### src/rtl/reg_dump_reader.sv
// reg_dump_reader: debug client that walks a register-file index range
// through one read port and streams (index, value) pairs over valid/ready.
// CpuHold is raised for the whole walk so the dump is a coherent snapshot.
// Each word takes a READ cycle (address presented, data captured) followed
// by at least one EMIT cycle (word offered until accepted), which caps
// throughput at one word every two cycles.
module reg_dump_reader #(
  parameter int ADDR_W = 5,
  parameter int DATA_W = 32
) (
  input  logic              Clk,
  input  logic              Reset,
  input  logic              Start,
  input  logic              Abort,
  input  logic [ADDR_W-1:0] FirstIdx,
  input  logic [ADDR_W-1:0] LastIdx,
  output logic [ADDR_W-1:0] RegAddr,
  input  logic [DATA_W-1:0] RegData,
  output logic              CpuHold,
  output logic [DATA_W-1:0] DumpData,
  output logic [ADDR_W-1:0] DumpIdx,
  output logic              DumpValid,
  input  logic              DumpReady,
  output logic              Busy,
  output logic              Done
);

  typedef enum logic [1:0] {
    IDLE = 2'd0,
    READ = 2'd1,
    EMIT = 2'd2
  } state_t;

  state_t            state;
  logic [ADDR_W-1:0] idx;
  logic [ADDR_W-1:0] last;
  logic              handshake;

  // idx only changes on entry to READ, so driving the port from it gives a
  // registered address that holds its last value outside READ.
  assign RegAddr   = idx;
  assign handshake = DumpValid & DumpReady;

  // Walk controller: state, bounds and all registered outputs.
  always_ff @(posedge Clk or negedge Reset) begin
    if (!Reset) begin
      state     <= IDLE;
      idx       <= '0;
      last      <= '0;
      DumpData  <= '0;
      DumpIdx   <= '0;
      DumpValid <= 1'b0;
      CpuHold   <= 1'b0;
      Busy      <= 1'b0;
      Done      <= 1'b0;
    end else begin
      Done <= 1'b0;
      case (state)
        IDLE: begin
          // Abort outranks a simultaneous Start, so the dump never begins.
          if (Start && !Abort) begin
            idx     <= FirstIdx;
            last    <= LastIdx;
            Busy    <= 1'b1;
            CpuHold <= 1'b1;
            state   <= READ;
          end
        end
        READ: begin
          if (Abort) begin
            DumpValid <= 1'b0;
            Busy      <= 1'b0;
            CpuHold   <= 1'b0;
            state     <= IDLE;
          end else begin
            DumpData  <= RegData;
            DumpIdx   <= idx;
            DumpValid <= 1'b1;
            state     <= EMIT;
          end
        end
        EMIT: begin
          // Abort wins over a handshake in the same cycle: no Done pulse.
          if (Abort) begin
            DumpValid <= 1'b0;
            Busy      <= 1'b0;
            CpuHold   <= 1'b0;
            state     <= IDLE;
          end else if (handshake) begin
            DumpValid <= 1'b0;
            if (idx == last) begin
              Done    <= 1'b1;
              Busy    <= 1'b0;
              CpuHold <= 1'b0;
              state   <= IDLE;
            end else begin
              // Natural wrap at 2**ADDR_W handles FirstIdx > LastIdx.
              idx   <= idx + 1'b1;
              state <= READ;
            end
          end
        end
        default: begin
          DumpValid <= 1'b0;
          Busy      <= 1'b0;
          CpuHold   <= 1'b0;
          state     <= IDLE;
        end
      endcase
    end
  end

endmodule

### config.mk
export PLATFORM = sky130hd
export DESIGN_NAME = reg_dump_reader
export DESIGN_NICKNAME = d
export VERILOG_FILES = /design/src/rtl/reg_dump_reader.sv
export SDC_FILE = /design/constraint.sdc
export NUM_CORES = 1
export LEC_CHECK = 0
export BUFFER_PORTS_ARGS = -buffer_cell sky130_fd_sc_hd__buf_2
export CAP_MARGIN = 20
export CORE_MARGIN = 3
export CORE_UTILIZATION = 51
export DETAILED_ROUTE_END_ITERATION = 16
export PLACE_DENSITY_LB_ADDON = 0.08
export SLEW_MARGIN = 25
export SYNTH_ARGS = -nofsm -noshare
export SYNTH_HDL_FRONTEND = slang
export SYNTH_SLANG_ARGS = --single-unit
### constraint.sdc
create_clock -name Clk -period 2.4 [get_ports Clk]
set_clock_uncertainty 0.1 [all_clocks]
set_input_delay 0.36 -clock Clk [delete_from_list [all_inputs] [get_ports Clk]]
set_output_delay 0.36 -clock Clk [all_outputs]
set_load 0.005 [all_outputs]
==> After elaboration in Yosys (flattened, before gate mapping) <==
Cells that the tools add are included.
{ "word_totals": {"wordCells": 57, "reg_bits": 52, "in_bits": 47, "output_inout_bits": 46} }
{ "op_classes": {"mux": 25, "n_reduce_logical": 10, "bitwise_logic": 3, "n_addsub": 1, "eq_ne": 10} }
{ "op_table": {"columns": ["cell", "count"], "rows": [
  ["2-to-1 mux 5 bit", 4],
  ["2-to-1 mux 1 bit", 13],
  ["inequality test 2 bit, second input constant", 5],
  ["one-hot mux 5 bit (2 select lines)", 1],
  ["2-to-1 mux 2 bit", 4],
  ["AND reduction 2 bit", 4],
  ["inequality test 3 bit, second input constant", 2],
  ["one-hot mux 1 bit (3 select lines)", 2],
  ["one-hot mux 2 bit (3 select lines)", 1],
  ["adder 5 x 1 -> 5 bit, second input constant", 1],
  ["== test 5 bit", 1],
  ["AND reduction 5 bit", 1],
  ["AND reduction 4 bit", 1],
  ["== test 2 x 1 -> 1 bit, second input constant", 1],
  ["== test 2 bit, second input constant", 1],
  ["logical NOT 2 bit", 1],
  ["inverter 1 bit", 2],
  ["nonzero test 2 bit", 1],
  ["bitwise AND 1 bit", 1],
  ["logical AND 1 bit", 1],
  ["logical NOT 1 bit", 1]
]} }

==> Logic depth before layout (Yosys ltp) <==
Gate-level depths: netlist of run 1.
{ "depth": {"word_depth": 5, "ltp_mapped": 5, "mapped_depth_nobuf": 5} }

==> Worst setup path before layout of run 1 <==
No wires, ideal clock.
{ "synth_path": {"path_type": "reg-to-reg", "startpoint": "reg state[1]", "endpoint": "reg DumpData[19]", "required_time_ns": 2.175, "stages_incl_launch_ff": 5, "setup_slack_ns": 0.826, "arrival_time_ns": 1.349, "synth_period_minus_slack_ns": 1.574, "path_buffers": 1, "setup_ns": 0.125, "cell_sequence": "dfrtp_1 nand2b_1 nor2_4 buf_4 mux2_2"} }
{ "synth_between": {"elab_chain_len": 2} }
{ "synth_lines": {"columns": ["element", "line", "rtl"], "rows": [
  ["start, declared", "34", "state_t state;"],
  ["start signal, assigned", "47", "state <= IDLE;"],
  ["start signal, assigned", "66", "state <= READ;"],
  ["start signal, assigned", "74", "state <= IDLE;"],
  ["== test 2 x 1 -> 1 bit", "58", "case (state)"],
  ["AND reduction 2 bit (no line)", null, null],
  ["end signal, assigned", "76", "DumpData <= RegData;"],
  ["end, declared", "20", "output logic [DATA_W-1:0] DumpData,"]
]} }
No other way between the ends.
A chain may end at the register's enable or synchronous reset.

==> Final worst setup path of run 1 <==
{ "layout_path": {"startpoint": "reg state[1]", "endpoint": "reg DumpData[2]"} }
The elaborated chain is that of the path after synthesis.

==> qor.csv, run 1 <==
stage,metric,value,unit
worst_setup_path,crit_type,reg2reg,
timing,hold_viol_final,0,
drt,vias,1590,
synthesis,syn_avg_cell_area,14.06,sq um
timing,whs,0.1672,ns
floorplanning,core-area,4115,sq um
clock_tree,clkTransAtPathRegs,0.09,ns
clock_tree,clock-root-buffer,clkbuf_8,
synthesis,yosys-top-cells-area,"dfrtp_1 (59%), mux2_2 (20%), xnor2_1 (2.0%), buf_4 (1.4%), nand2_1 (1.4%)",
placed_design,dp_slack,0.5549,ns
grt,grt_pass1_vias,1653,
worst_setup_path,cp_max_fo,24,
drt,drc,0,
clock_tree,clock_path_buffers,2,
synthesis,synth_cell_type_count,35,
synthesis,synthCells,158,
power_and_ir_drop,power_frac_clock,0.209,
power_and_ir_drop,p_int,1.963,mW
floorplanning,die_h,72.01,um
synthesis,synth_top_area_share,0.5856,
placed_design,dpl-instance-area,2751,sq um
worst_setup_path,end_kind,flop,
final_layout,final_cell_count_no_fill,306,
timing,setup_violations,0,
timing,slew_violations,0,
power_and_ir_drop,leakagePower,1.363,nW
final_layout,final_nets,303,
synthesis,mappedNetlistArea,2222,sq um
drt,ant_nets,0,
grt,grt.overflow.total,0,
placed_design,place_inst,297,
final_layout,fillers,312,
timing,fin_crit,1.856,ns
grt,grtUsageTotal,0.1818,
timing,relSlewSlack,0.5685,
power_and_ir_drop,pwr-share-comb,0.300,
power_and_ir_drop,netSwitchingFraction,0.2913,
timing,fmax,538.7,MHz
drt,wl,4471,um
final_layout,final_cell_area,2869,sq um
final_layout,layout-drive-gt1-share,0.5859,
final_layout,areaGrowthSynthToFinish,29.11,%
synthesis,synth_area_leader_cell,dfrtp_1,
floorplanning,fp.dieW,72.01,um
power_and_ir_drop,power.density,965.7,nW/um^2
drt,drt_pass1_iterations,4,
timing,rsz0062_at_grt,no,
timing,post-route-period-util,0.7735,
grt,antenna_found_initial,0,
final_layout,num_antenna_cells,0,
power_and_ir_drop,finalPower,2.771,mW
timing,setup_slack,0.5436,ns
placed_design,io_buffers,92,
final_layout,finalCoreUtilization,0.6972,
grt,grt_max_degree,29,
synthesis,synth_nets,206,
floorplanning,io_pins,93,
power_and_ir_drop,irDropWorstVdd,0.0006074,V
clock_tree,cts_tree,yes,
synthesis,synth-seq-area-share,0.5856,
outcome,status,finished clean,
drt,wl_per_cell,14.61,um
floorplanning,initial_core_util,0.5400,
worst_setup_path,crit_arrival,1.94,ns
placed_design,place_congestion,0.8272,
timing,fin_tns_setup,0,ns
drt,drtIter0Drc,63,
placed_design,dpl.hpwl,3343,um
min_path,hp-class,in2reg,
timing,worst_slew_pin_slew,0.6472,ns
worst_setup_path,critPathLaunchType,flop,
grt,grt_pass1_wl,7479,um
synthesis,yosysWarnings,0,
clock_tree,clock-sinks,52,
synthesis,ys_ff_latch,52,
clock_tree,clk_latency,0.30,ns
drt,viasPerCell,5.196,
clock_tree,ctsHtreeMaxLevel,2,
floorplanning,rows,23,
worst_setup_path,required,2.49,ns
flow_run,drv_cap,0,
power_and_ir_drop,p_seq_frac,0.491,
clock_tree,cts_buffers,5,
power_and_ir_drop,switchingPower,807.2,uW
floorplanning,die-area,5185,sq um
==> flip-flops by register name, summed over array words and instances (netlist names) <==
| signal | cells |
|---|---|
| DumpData | 32 |
| DumpIdx | 5 |
| RegAddr | 5 |
| last | 5 |
| state | 2 |
| Busy | 1 |
| Done | 1 |
| DumpValid | 1 |
==> cells in the final DEF (no fill, tap or decap), drive strengths merged, types with 3 or more instances in the layout <==
cell type / count
nor3: 3
o211ai: 4
inv: 4
dfrtp: 52
a21oi: 4
o2bb2ai: 3
mux2: 43
clkbuf: 6
nand3: 5
buf: 94
xnor2: 5
nand2: 8
nand2b: 3
nor2: 5
==> worst max-delay path, stage by stage, from the launching register on <==
cell,delay [ns]
dfrtp_1,0.46
nand2b_1,0.22
nor2_4,0.36
buf_12,0.23
mux2_2,0.36
==> cell usage after synthesis, drive strengths merged <==
| cell | instances |
|---|---|
| clkbuf | 1 |
| nor3 | 3 |
| o32ai | 1 |
| nor2 | 5 |
| o21ai | 1 |
| mux2i | 1 |
| o211ai | 4 |
| a22o | 1 |
| nand2b | 3 |
| nor4 | 1 |
| nand2 | 8 |
| nand3 | 5 |
| mux2 | 43 |
| o2bb2ai | 3 |
| nand3b | 1 |
| a221o | 1 |
| or2 | 1 |
| a211oi | 1 |
| dfrtp | 52 |
| o21bai | 1 |
| xnor2 | 5 |
| ha | 1 |
| and3 | 1 |
| a21oi | 4 |
| inv | 4 |
| a21boi | 1 |
| nor2b | 1 |
| buf | 4 |
==> power groups by stage <==
stage                     logic (mW)  clock network [mW]  registers [mW]
after global routing           0.924               0.630            1.40
final                          0.832               0.579            1.36
after CTS                      0.850               0.600            1.36
after global placement         0.827                   0            1.37
after floorplan                0.421                   0            1.38
after detailed placement       0.846                   0            1.37
==> worst paths after layout <==
check | from | endpoint | slack, ns | cells past startpoint
max | state[1] | DumpData[2] | 0.54 | 4
min | RegData[20] | DumpData[20] | 0.17 | 2
max reg2reg | state[1] | DumpData[2] | 0.54 | 4
min reg2reg | DumpData[20] | DumpData[20] | 0.38 | 1
max in group asynchronous | Reset | DumpData[7] | 1.13 | 3
min in group asynchronous | Reset | Busy | 0.51 | 2
==> timing repair <==
item,4_1_cts,5_1_grt
buffers inserted,0,0
endpoints found under the setup margin,0,0
resized for setup,0,0
hold endpoints to repair,8,0
hold buffers,1,0
==> cell type report <==
class | instances | area, sq um | share of cell area
Clock buffer | 6 | 72.57 | 0.02529
Clock inverter | 2 | 35.03 | 0.01221
Inverter | 4 | 15.01 | 0.005233
Multi-Input combinational cell | 97 | 872.1 | 0.3040
Sequential cell | 52 | 1301 | 0.4536
Tap cell | 50 | 62.56 | 0.02181
Timing Repair Buffer | 95 | 510.5 | 0.1779
==> layer usage <==
metal  share of wire  wire [um]  global-route usage
met1            0.43       1906              0.2300
met2            0.46       2070              0.2908
met3           0.096        428             0.07479
met4           0.015         66             0.04802
met5               0          0                   0
==> cells by family after synthesis <==
kind of cell               Yosys count  synth area share
xor gates and xnor gates             5           0.01971
muxes                               44            0.2241
adders and majority gates            1          0.005630
AOI/OAI and AO/OA                   18           0.07095
DFF                                 52            0.5856
and+or+nand+nor                     29           0.07208
buffers and inverters                9           0.02196
Power figures use the tool's default switching activity.
==> run 2: changes to the inputs <==
CORE_UTILIZATION = 43   (was 51)
clock period = 1.7 ns   (was 2.4 ns; I/O delays follow)
==> run 2 against run 1 <==
Against the previous run:
- sequential power grew 37%
- critical endpoint is now last[3]
- first-iteration DRC count up 4.8%
- die area increased by 17%
- maximum frequency rose by 15%
- final area grew 4.4%
- clock power is 47% higher
- register-to-register slack lost 0.46 ns
- combinational power up 62%
- non-clock buffer count up 10
- via count is 2.5% higher
- worst setup slack got worse by 0.46 ns
- total power up 46%
==> qor.csv, run 2 (synthesis results as in run 1) <==
stage,metric,value,unit,change
grt,grt_pass1_wl,7445,um,-0.45%
final_layout,multi_input_area,879.6,sq um,+0.86%
power_and_ir_drop,pwr-share-comb,0.332,,+0.032
power_and_ir_drop,power.density,1353,nW/um^2,+40%
drt,wl_per_cell,14.55,um,-0.44%
drt,top_layer,met4,,
power_and_ir_drop,netSwitchingFraction,0.2934,,+0.002045
drt,vias,1630,,+2.5%
drt,wl_met2,2324,um,+12%
power_and_ir_drop,power_frac_clock,0.210,,about the same
final_layout,final-seq-area,1303,sq um,about the same
worst_setup_path,timing.critical_path.cells,"or2_1, nor2_2, mux2_2",,
floorplanning,initial_core_util,0.4583,,-0.08166
drt,drt_pass1_iterations,4,,unchanged
timing,relSlewSlack,0.7770,,+0.2084
timing,post-route-period-util,0.9525,,+0.1790
grt,grt.overflow.total,0,,unchanged
placed_design,place_congestion,0.8493,,+2.7%
floorplanning,io_pins,93,,unchanged
flow_run,drv_cap,0,,unchanged
clock_tree,clkTransAtPathRegs,0.10,ns,about the same
final_layout,regMostFlops,DumpData,,
timing,whs,0.06650,ns,-0.1007 ns
worst_setup_path,crit_type,reg2reg,,
clock_tree,clock-sinks,52,,unchanged
drt,wl_met3,389,um,-9.1%
final_layout,areaGrowthSynthToFinish,34.80,%,
min_path,min-delay-start,RegData[20],,
grt,grtUsageTotal,0.1580,,-0.02379
final_layout,num_antenna_cells,0,,unchanged
power_and_ir_drop,switchingPower,1.189,mW,+47%
worst_setup_path,crit_path_top_delay_cell,dfrtp_1,,
worst_setup_path,crit_buf_inv,0,,-1
floorplanning,die-area,6066,sq um,+17%
placed_design,io_buffers,92,,unchanged
drt,viasPerCell,4.895,,-5.8%
drt,wl_met1,2099,um,+10%
power_and_ir_drop,leakagePower,1.423,nW,+4.4%
worst_setup_path,max_stage_delay,0.41,ns,-0.05 ns
timing,fin_crit,1.619,ns,-0.2371 ns
timing,fin_tns_setup,0,ns,unchanged
worst_setup_path,r2r_start,state[0],,
final_layout,final_cell_mix,"buf_2 (92), dfrtp_1 (51), mux2_2 (40)",,
timing,hold_viol_final,0,,unchanged
drt,wl,4844,um,+8.3%
clock_tree,clock_path_buffers,2,,unchanged
timing,rsz0062_at_grt,no,,
grt,antenna_found_initial,0,,unchanged
final_layout,final_nets,313,,+3.3%
placed_design,dpl.hpwl,3540,um,+5.9%
timing,setup_violations,0,,unchanged
power_and_ir_drop,p_int,2.864,mW,+46%
worst_setup_path,end_kind,flop,,
worst_setup_path,crit_arrival,1.71,ns,-0.23 ns
timing,slew_violations,0,,unchanged
clock_tree,clk_latency,0.30,ns,about the same
clock_tree,cts_buffers,5,,unchanged
worst_setup_path,cp-startpoint,state[0],,
timing,worst_slew_pin_slew,0.3342,ns,-0.3130 ns
outcome,status,finished clean,,
min_path,hp-class,in2reg,,
worst_setup_path,crit_family,simple AND/OR/NAND/NOR gates,,
floorplanning,core-area,4848,sq um,+18%
final_layout,final_common_cell,buf_2,,
grt,grt_pass1_vias,1601,,-3.1%
drt,drc,0,,unchanged
power_and_ir_drop,p_seq_frac,0.458,,-0.033
final_layout,largest_reg_flops,32,,unchanged
worst_setup_path,critPathLaunchType,flop,,
grt,grt_max_degree,53,,+83%
drt,drtIter0Drc,66,,+4.8%
clock_tree,clock-root-buffer,clkbuf_8,,
worst_setup_path,required,1.79,ns,-0.70 ns
floorplanning,die_h,77.89,um,+8.2%
floorplanning,rows,25,,+8.7%
floorplanning,fp.dieW,77.89,um,+8.2%
clock_tree,ctsHtreeMaxLevel,2,,unchanged
worst_setup_path,cp_max_fo,6,,-75%
drt,ant_nets,0,,unchanged
power_and_ir_drop,irDropWorstVdd,0.0006720,V,+11%
final_layout,layout-drive-gt1-share,0.6090,,+0.02309
final_layout,fillers,416,,+33%
clock_tree,cts_tree,yes,,
timing,fmax,617.6,MHz,+15%
==> run 2: worst paths after layout <==
check	slack, ns	endpoint	depth (start not counted)
setup reg to reg	0.08	last[3]	3
max in group asynchronous	0.89	DumpData[1]	3
hold / removal	0.07	DumpData[20]	2
setup / recovery	0.08	last[3]	3
min in group asynchronous	0.35	last[0]	3
hold reg to reg	0.39	DumpData[21]	1
==> run 2: power by group through the flow <==
stage | combinational, mW | clock, mW | sequential (mW)
2_1_floorplan | 0.595 | 0 | 1.94
3_3_place_gp | 1.33 | 0 | 1.87
3_5_place_dp | 1.35 | 0 | 1.88
4_1_cts | 1.35 | 0.879 | 1.86
5_1_grt | 1.48 | 0.924 | 1.92
6_report | 1.35 | 0.851 | 1.86
==> run 2: layer usage <==
layer / track usage / vias up
li1: - / 787
met1: 0.1941 / 784
met2: 0.2560 / 57
met3: 0.05800 / 2
met4: 0.05338 / 0
met5: 0 / -
==> run 2: layout make-up <==
type                       count  area share
inverter                       4    0.005013
timing repair buffer         105      0.2013
clock buffer                   6     0.02423
multi-input combinational     97      0.2937
sequential                    52      0.4348
clock inverter                 2     0.01295
tap                           67     0.02799
==> run 2: per-stage QoR <==
step                power, mW  worst slack [ns]  std cells  cell area, sq um  utilization
global route            4.320         0.0005513        333              2995       0.6178
floorplan               2.538            0.1260        158              2222            -
global placement        3.196           0.08864        323              2840       0.5858
detailed placement      3.229           0.08207        323              2840       0.5858
CTS                     4.092           0.07096        332              2962       0.6108
finish                  4.053           0.08075        333              2995       0.6178
==> run 2: timing repair <==
action                                 4_1_cts  5_1_grt
buffers inserted                             0        0
hold buffers                                 1        0
setup endpoints to repair                    0        4
endpoints found under the hold margin       52        0
gates resized for setup                      0        2
